[src/rtl/uart_pkg.sv]
// uart_pkg: shared UART state encoding and baud timing helper.
package uart_pkg;

    typedef enum logic [2:0] {IDLE, START, DATA, STOP, WAIT_HIGH} rx_state_t;

    function automatic int symbol_edge_time(input int clock_freq, input int baud_rate);
        return clock_freq / baud_rate;
    endfunction

endpackage

[src/rtl/sync_2ff.sv]
// sync_2ff: two-flop synchroniser for an asynchronous single-bit input.
module sync_2ff #(
    parameter logic RST_VAL = 1'b1
) (
    input  logic clk,
    input  logic rst,
    input  logic d,
    output logic q
);

    logic meta_q;

    always_ff @(posedge clk or posedge rst) begin
        if (rst) begin
            meta_q <= RST_VAL;
            q      <= RST_VAL;
        end else begin
            meta_q <= d;
            q      <= meta_q;
        end
    end

endmodule

[src/rtl/uart_rx_frontend.sv]
// uart_rx_frontend: 8N1 receiver with mid-bit sampling and a one-entry ready/valid holding register.
module uart_rx_frontend
    import uart_pkg::*;
#(
    parameter int CLOCK_FREQ = 50_000_000,
    parameter int BAUD_RATE  = 115_200
) (
    input  logic       clk,
    input  logic       rst,
    input  logic       serial_in,
    output logic [7:0] data_out,
    output logic       data_out_valid,
    input  logic       data_out_ready,
    output logic       frame_error,
    output logic       overrun
);

    localparam int SYMBOL_EDGE_TIME = symbol_edge_time(CLOCK_FREQ, BAUD_RATE);
    localparam int SAMPLE_TIME      = SYMBOL_EDGE_TIME / 2;
    localparam int CNT_W            = $clog2(SYMBOL_EDGE_TIME);
    localparam logic [CNT_W-1:0] SYM_LAST    = CNT_W'(SYMBOL_EDGE_TIME - 1);
    localparam logic [CNT_W-1:0] SAMPLE_LAST = CNT_W'(SAMPLE_TIME - 1);

    logic            rx_s;
    rx_state_t       state_q, state_d;
    logic [CNT_W-1:0] cnt_q, cnt_d;
    logic [2:0]      bit_q, bit_d;
    logic [7:0]      shift_q, shift_d, data_q, data_d;
    logic            valid_q, valid_d, fe_q, fe_d, ov_q, ov_d;
    logic            sym_end, sample_end, sample_bit, stop_hit, deliver, take;

    sync_2ff #(.RST_VAL(1'b1)) u_sync (
        .clk(clk),
        .rst(rst),
        .d  (serial_in),
        .q  (rx_s)
    );

    assign sym_end    = cnt_q == SYM_LAST;
    assign sample_end = cnt_q == SAMPLE_LAST;

    always_ff @(posedge clk or posedge rst) begin
        if (rst) begin
            state_q <= IDLE;
            cnt_q   <= '0;
            bit_q   <= '0;
            shift_q <= '0;
            data_q  <= '0;
            valid_q <= 1'b0;
            fe_q    <= 1'b0;
            ov_q    <= 1'b0;
        end else begin
            state_q <= state_d;
            cnt_q   <= cnt_d;
            bit_q   <= bit_d;
            shift_q <= shift_d;
            data_q  <= data_d;
            valid_q <= valid_d;
            fe_q    <= fe_d;
            ov_q    <= ov_d;
        end
    end

    always_comb begin
        state_d = state_q;
        case (state_q)
            IDLE:      if (!rx_s) state_d = START;
            START:     if (sample_end) state_d = rx_s ? IDLE : DATA;
            DATA:      if (sym_end && bit_q == 3'd7) state_d = STOP;
            STOP:      if (sym_end) state_d = rx_s ? IDLE : WAIT_HIGH;
            WAIT_HIGH: if (rx_s) state_d = IDLE;
            default:   state_d = IDLE;
        endcase
    end

    always_comb begin
        sample_bit = state_q == DATA && sym_end;
        stop_hit   = state_q == STOP && sym_end;
        deliver    = stop_hit && rx_s;
        // A full register still accepts the new byte when the old one leaves this cycle.
        take       = deliver && (!valid_q || data_out_ready);
        cnt_d      = (state_d != state_q || sample_bit) ? '0 : cnt_q + 1'b1;
        bit_d      = state_q != DATA ? 3'd0 : sample_bit ? bit_q + 3'd1 : bit_q;
        shift_d    = sample_bit ? {rx_s, shift_q[7:1]} : shift_q;
        data_d     = take ? shift_q : data_q;
        valid_d    = deliver || (valid_q && !data_out_ready);
        fe_d       = stop_hit && !rx_s;
        ov_d       = deliver && valid_q && !data_out_ready;
    end

    assign data_out       = data_q;
    assign data_out_valid = valid_q;
    assign frame_error    = fe_q;
    assign overrun        = ov_q;

endmodule

[config.mk]
export PLATFORM = sky130hd
export DESIGN_NAME = uart_rx_frontend
export DESIGN_NICKNAME = d
export VERILOG_FILES = /design/src/rtl/uart_pkg.sv /design/src/rtl/sync_2ff.sv /design/src/rtl/uart_rx_frontend.sv
export SDC_FILE = /design/constraint.sdc
export NUM_CORES = 1
export LEC_CHECK = 0
export CAP_MARGIN = 15
export CORE_MARGIN = 3
export CORE_UTILIZATION = 56
export DETAILED_ROUTE_END_ITERATION = 8
export HOLD_SLACK_MARGIN = 0.12
export PLACE_DENSITY_LB_ADDON = 0.15
export SYNTH_ARGS = -nofsm -noshare
export SYNTH_HDL_FRONTEND = slang
export SYNTH_HIERARCHICAL = 1
export SYNTH_SLANG_ARGS = --single-unit
[constraint.sdc]
create_clock -name clk -period 2.35 [get_ports clk]
set_input_delay 0.47 -clock clk [delete_from_list [all_inputs] [get_ports clk]]
set_output_delay 0.47 -clock clk [all_outputs]
set_load 0.02 [all_outputs]
==> metrics.log <==
INFO  metric clk_pin_slew = 0.11 ns
INFO  metric vias = around 990
INFO  metric cts_buffers = 5
INFO  metric post_cts_resized = 0
INFO  metric drt_iter0_drc = 36
INFO  metric critical_path.slowest_cell = sky130_fd_sc_hd__dfrtp_1
INFO  metric clockBufferDepth = 2
INFO  metric timing.setup.critical_path_class = reg2reg
INFO  metric finalHoldViolCount = 0
INFO  metric placement_rows = 18
INFO  metric synth.area.mux_share = 0.147
INFO  metric worst_hold_path_type = reg2reg
INFO  metric worstReg2RegStart = cnt_q[1]
INFO  metric syn_to_final_growth = 17.5%
INFO  metric post_synth_fa_ha_maj_area_fraction = 0.0384
INFO  metric synth_largest_area_cell = sky130_fd_sc_hd__dfrtp_1
INFO  metric final_nets = 159
INFO  metric yosys.area_share.simple = 0.150
INFO  metric grt_pass1_vias = just under 1000
INFO  metric regToRegEndpoint = data_out[5]
INFO  metric number_of_i_o_pins = 15
INFO  metric critical_path.top_delay_family = simple AND/OR/NAND/NOR gates
INFO  metric die_h = between 50 and 60 um
INFO  metric global_route.overflow_total = 0
INFO  metric tightest_slew = 0.508 ns
INFO  metric global_route_wire_length_before_repair = roughly 4.5 mm
INFO  metric most_common_cell_after_layout_fill_and_taps_aside = sky130_fd_sc_hd__dfrtp_1
INFO  metric highest_count_cells_in_the_layout_ignoring_fill_and_taps = 34 x sky130_fd_sc_hd__dfrtp_1, 18 x sky130_fd_sc_hd__nor2_1, 14 x sky130_fd_sc_hd__clkdlybuf4s50_1
INFO  metric run_status = complete, no violations
INFO  metric postSynthAreaPerCell = approximately 12 um^2
INFO  metric fin_crit_sh = 0.876
INFO  metric cts-htree-levels = 2
INFO  metric worstHoldEndpoint = u_sync/q
INFO  metric clkLatencyLatePin = roughly 0.33 ns
INFO  metric ys_seq_elements = 36
INFO  metric worst_setup_slack_after_layout = between 0.2 and 0.3 ns
INFO  metric syn_inst = between 100 and 150
INFO  metric post_cts.repair.setup_buffers = 0
INFO  metric clock_sinks = 36
INFO  metric wl_per_cell = roughly 14 um
INFO  metric cap_violations = 0
INFO  metric first_pass_iters = 4
INFO  metric timing.critical_path.from_type = flop
INFO  metric die_area = roughly 3600 um^2
INFO  metric post-place-ws = approximately 0.29 ns
INFO  metric worst_clock_skew = 0.0101 ns
INFO  metric worst_setup_path_end_kind = flop
INFO  metric detail_route.drc_violations = 0
INFO  metric clock-root-buffer = sky130_fd_sc_hd__clkbuf_4
INFO  metric worstPathMaxFanout = 8
INFO  metric synth_top_family_by_area = simple AND/OR/NAND/NOR gates
INFO  metric rr_worst_depth = 6
INFO  metric drt-total-wl = between 2 and 3 mm
INFO  metric largest_net_degree_at_the_start_of_global_routing = 35
INFO  metric floorplan.die.width = approximately 60 um
INFO  metric yosysWarningCount = 6
INFO  metric crit_path_cell_trace = inv_1 -> ha_1 -> and4bb_1 -> and3b_1 -> and4_4 -> mux2_4
INFO  metric antenna_violations_before_repair = 0
INFO  metric hold_path_startpoint = u_sync/meta_q
INFO  metric detail-route-antenna-nets = 0
INFO  metric post_route_cells_drive_above_1_share = 0.212
INFO  metric core_footprint = roughly 2600 um^2
INFO  metric slowest_delay = a little over 0.4 ns
INFO  metric slew_headroom = 0.661
INFO  metric fin_setup_tns = 0 ns
INFO  metric ys_seq_area_frac = 0.554
INFO  metric vdd_ir_drop_max = ~0.60 mV
INFO  metric timing.critical_path.arrival = 2.28 ns
INFO  metric gp_congestion = roughly 0.78
INFO  metric synthXorXnorAreaFrac = 0.0430
INFO  metric synth_compound_gate_area_share = 0.0338
INFO  metric rsz0062_at_grt = false
INFO  metric layout.filler_cells = between 150 and 200
INFO  metric drt-vias-per-instance = 5.48
INFO  metric fmaxAchievable = ~490 MHz
INFO  metric crit_required = about 2.6 ns
INFO  metric setup.reg_to_reg.worst_slack = between 0.2 and 0.3 ns
INFO  metric hold_depth = 0
INFO  metric most_area_consuming_cells_after_synthesis = sky130_fd_sc_hd__dfrtp_1 52%, sky130_fd_sc_hd__mux2_4 7.4%, sky130_fd_sc_hd__mux2_2 5.5%, sky130_fd_sc_hd__nor2_1 4.1%, sky130_fd_sc_hd__ha_1 3.8%
INFO  metric post-synth-top-area-fraction = 0.522
INFO  metric synthesized_nets = ~140
INFO  metric io_buffer_count = 14
INFO  metric power_leakage = approximately 0.91 nW
INFO  metric total_of_endpoints_with_negative_setup_slack_in_the_final_report = 0
INFO  metric synth.distinct_cells = 32
INFO  metric power_density = around 670 nW/um^2
INFO  metric insertedDiodeCount = 0
INFO  metric syn-cell-area = 1630 um^2
INFO  metric final-max-slew-violation-count = 0
INFO  metric period_minus_slack = 2.06 ns
INFO  metric dp_hpwl = ~1.8 mm
INFO  metric critPathBufInv = 1
INFO  metric cts.hold.buffers_added = 0
INFO  metric grt_usage = 0.174
INFO  metric start_util = 0.624
INFO  metric cts_tree = yes
==> power by group <==
part,switching [W],total [W],leakage (nW),internal (W)
Sequential,0.00000229,0.000625,0.481,0.000622
Combinational,0.0000131,0.0000197,0.360,0.00000654
Clock,0.000200,0.000639,0.0654,0.000438
==> metal layers <==
layer,up-vias,share of wire,track usage
met2,22,0.46,0.256
met1,481,0.48,0.238
met5,-,0,0
met3,2,0.053,0.0648
li1,487,-,-
met4,0,0.0081,0.0570
==> final cells by class <==
| class | count | area, um^2 | area share |
|---|---|---|---|
| Tap cell | 30 | 37.5 | 0.0196 |
| Clock inverter | 3 | 90.1 | 0.0470 |
| Sequential cell | 36 | 903 | 0.472 |
| Timing Repair Buffer | 16 | 155 | 0.0810 |
| Multi-Input combinational cell | 86 | 673 | 0.351 |
| Inverter | 5 | 18.8 | 0.00980 |
| Clock buffer | 5 | 37.5 | 0.0196 |
==> kinds of logic after synthesis <==
group	Yosys count
buffers and inverters	10
AND/OR/NAND/NOR	47
AO/OA/AOI/OAI	7
flip-flops	36
XOR/XNOR	8
adder cells (fa/ha/maj)	5
multiplexers	19
==> synth_stat cells, drive strengths merged <==
cell type,n
a211oi,1
nor2,18
nor3,3
or2,1
nand4,2
xnor2,6
a311oi,2
mux2i,3
nand2,8
a21oi,2
and4b,1
ha,5
and2,1
clkbuf,2
dfrtp,34
o21ai,1
xor2,2
nor4bb,1
mux2,16
and4bb,1
and3b,1
inv,5
nand3,5
dfstp,2
and4,1
nor2b,3
nand2b,1
buf,3
a221oi,1
==> worst max path at each step <==
stage | from | to | depth (start not counted)
floorplan | cnt_q[1] | data_out[0] | 8
global placement | cnt_q[1] | data_out[5] | 6
detailed placement | cnt_q[1] | data_out[5] | 6
CTS | cnt_q[1] | data_out[5] | 6
global route | cnt_q[1] | data_out[0] | 6
finish | cnt_q[1] | data_out[5] | 6
==> through the flow <==
stage | instances | instance area, um^2 | util | total power [W] | hold slack [ns]
6_report | 181 | 1920 | 0.733 | 0.00128 | 0.365
4_1_cts | 181 | 1920 | 0.733 | 0.00130 | 0.367
5_1_grt | 181 | 1920 | 0.733 | 0.00134 | 0.376
3_5_place_dp | 173 | 1790 | 0.684 | 0.000657 | 0.348
3_3_place_gp | 173 | 1790 | 0.684 | 0.000656 | 0.348
2_1_floorplan | 132 | 1630 | - | 0.000646 | 0.345
==> registers in the layout, indices dropped and copies added (netlist names) <==
signal and count:
frame_error 1, u_sync/meta_q 1, bit_q 3, cnt_q 9
shift_q 8, data_out 8, state_q 3, overrun 1
data_out_valid 1, u_sync/q 1
(Power assumes the default switching activity.)
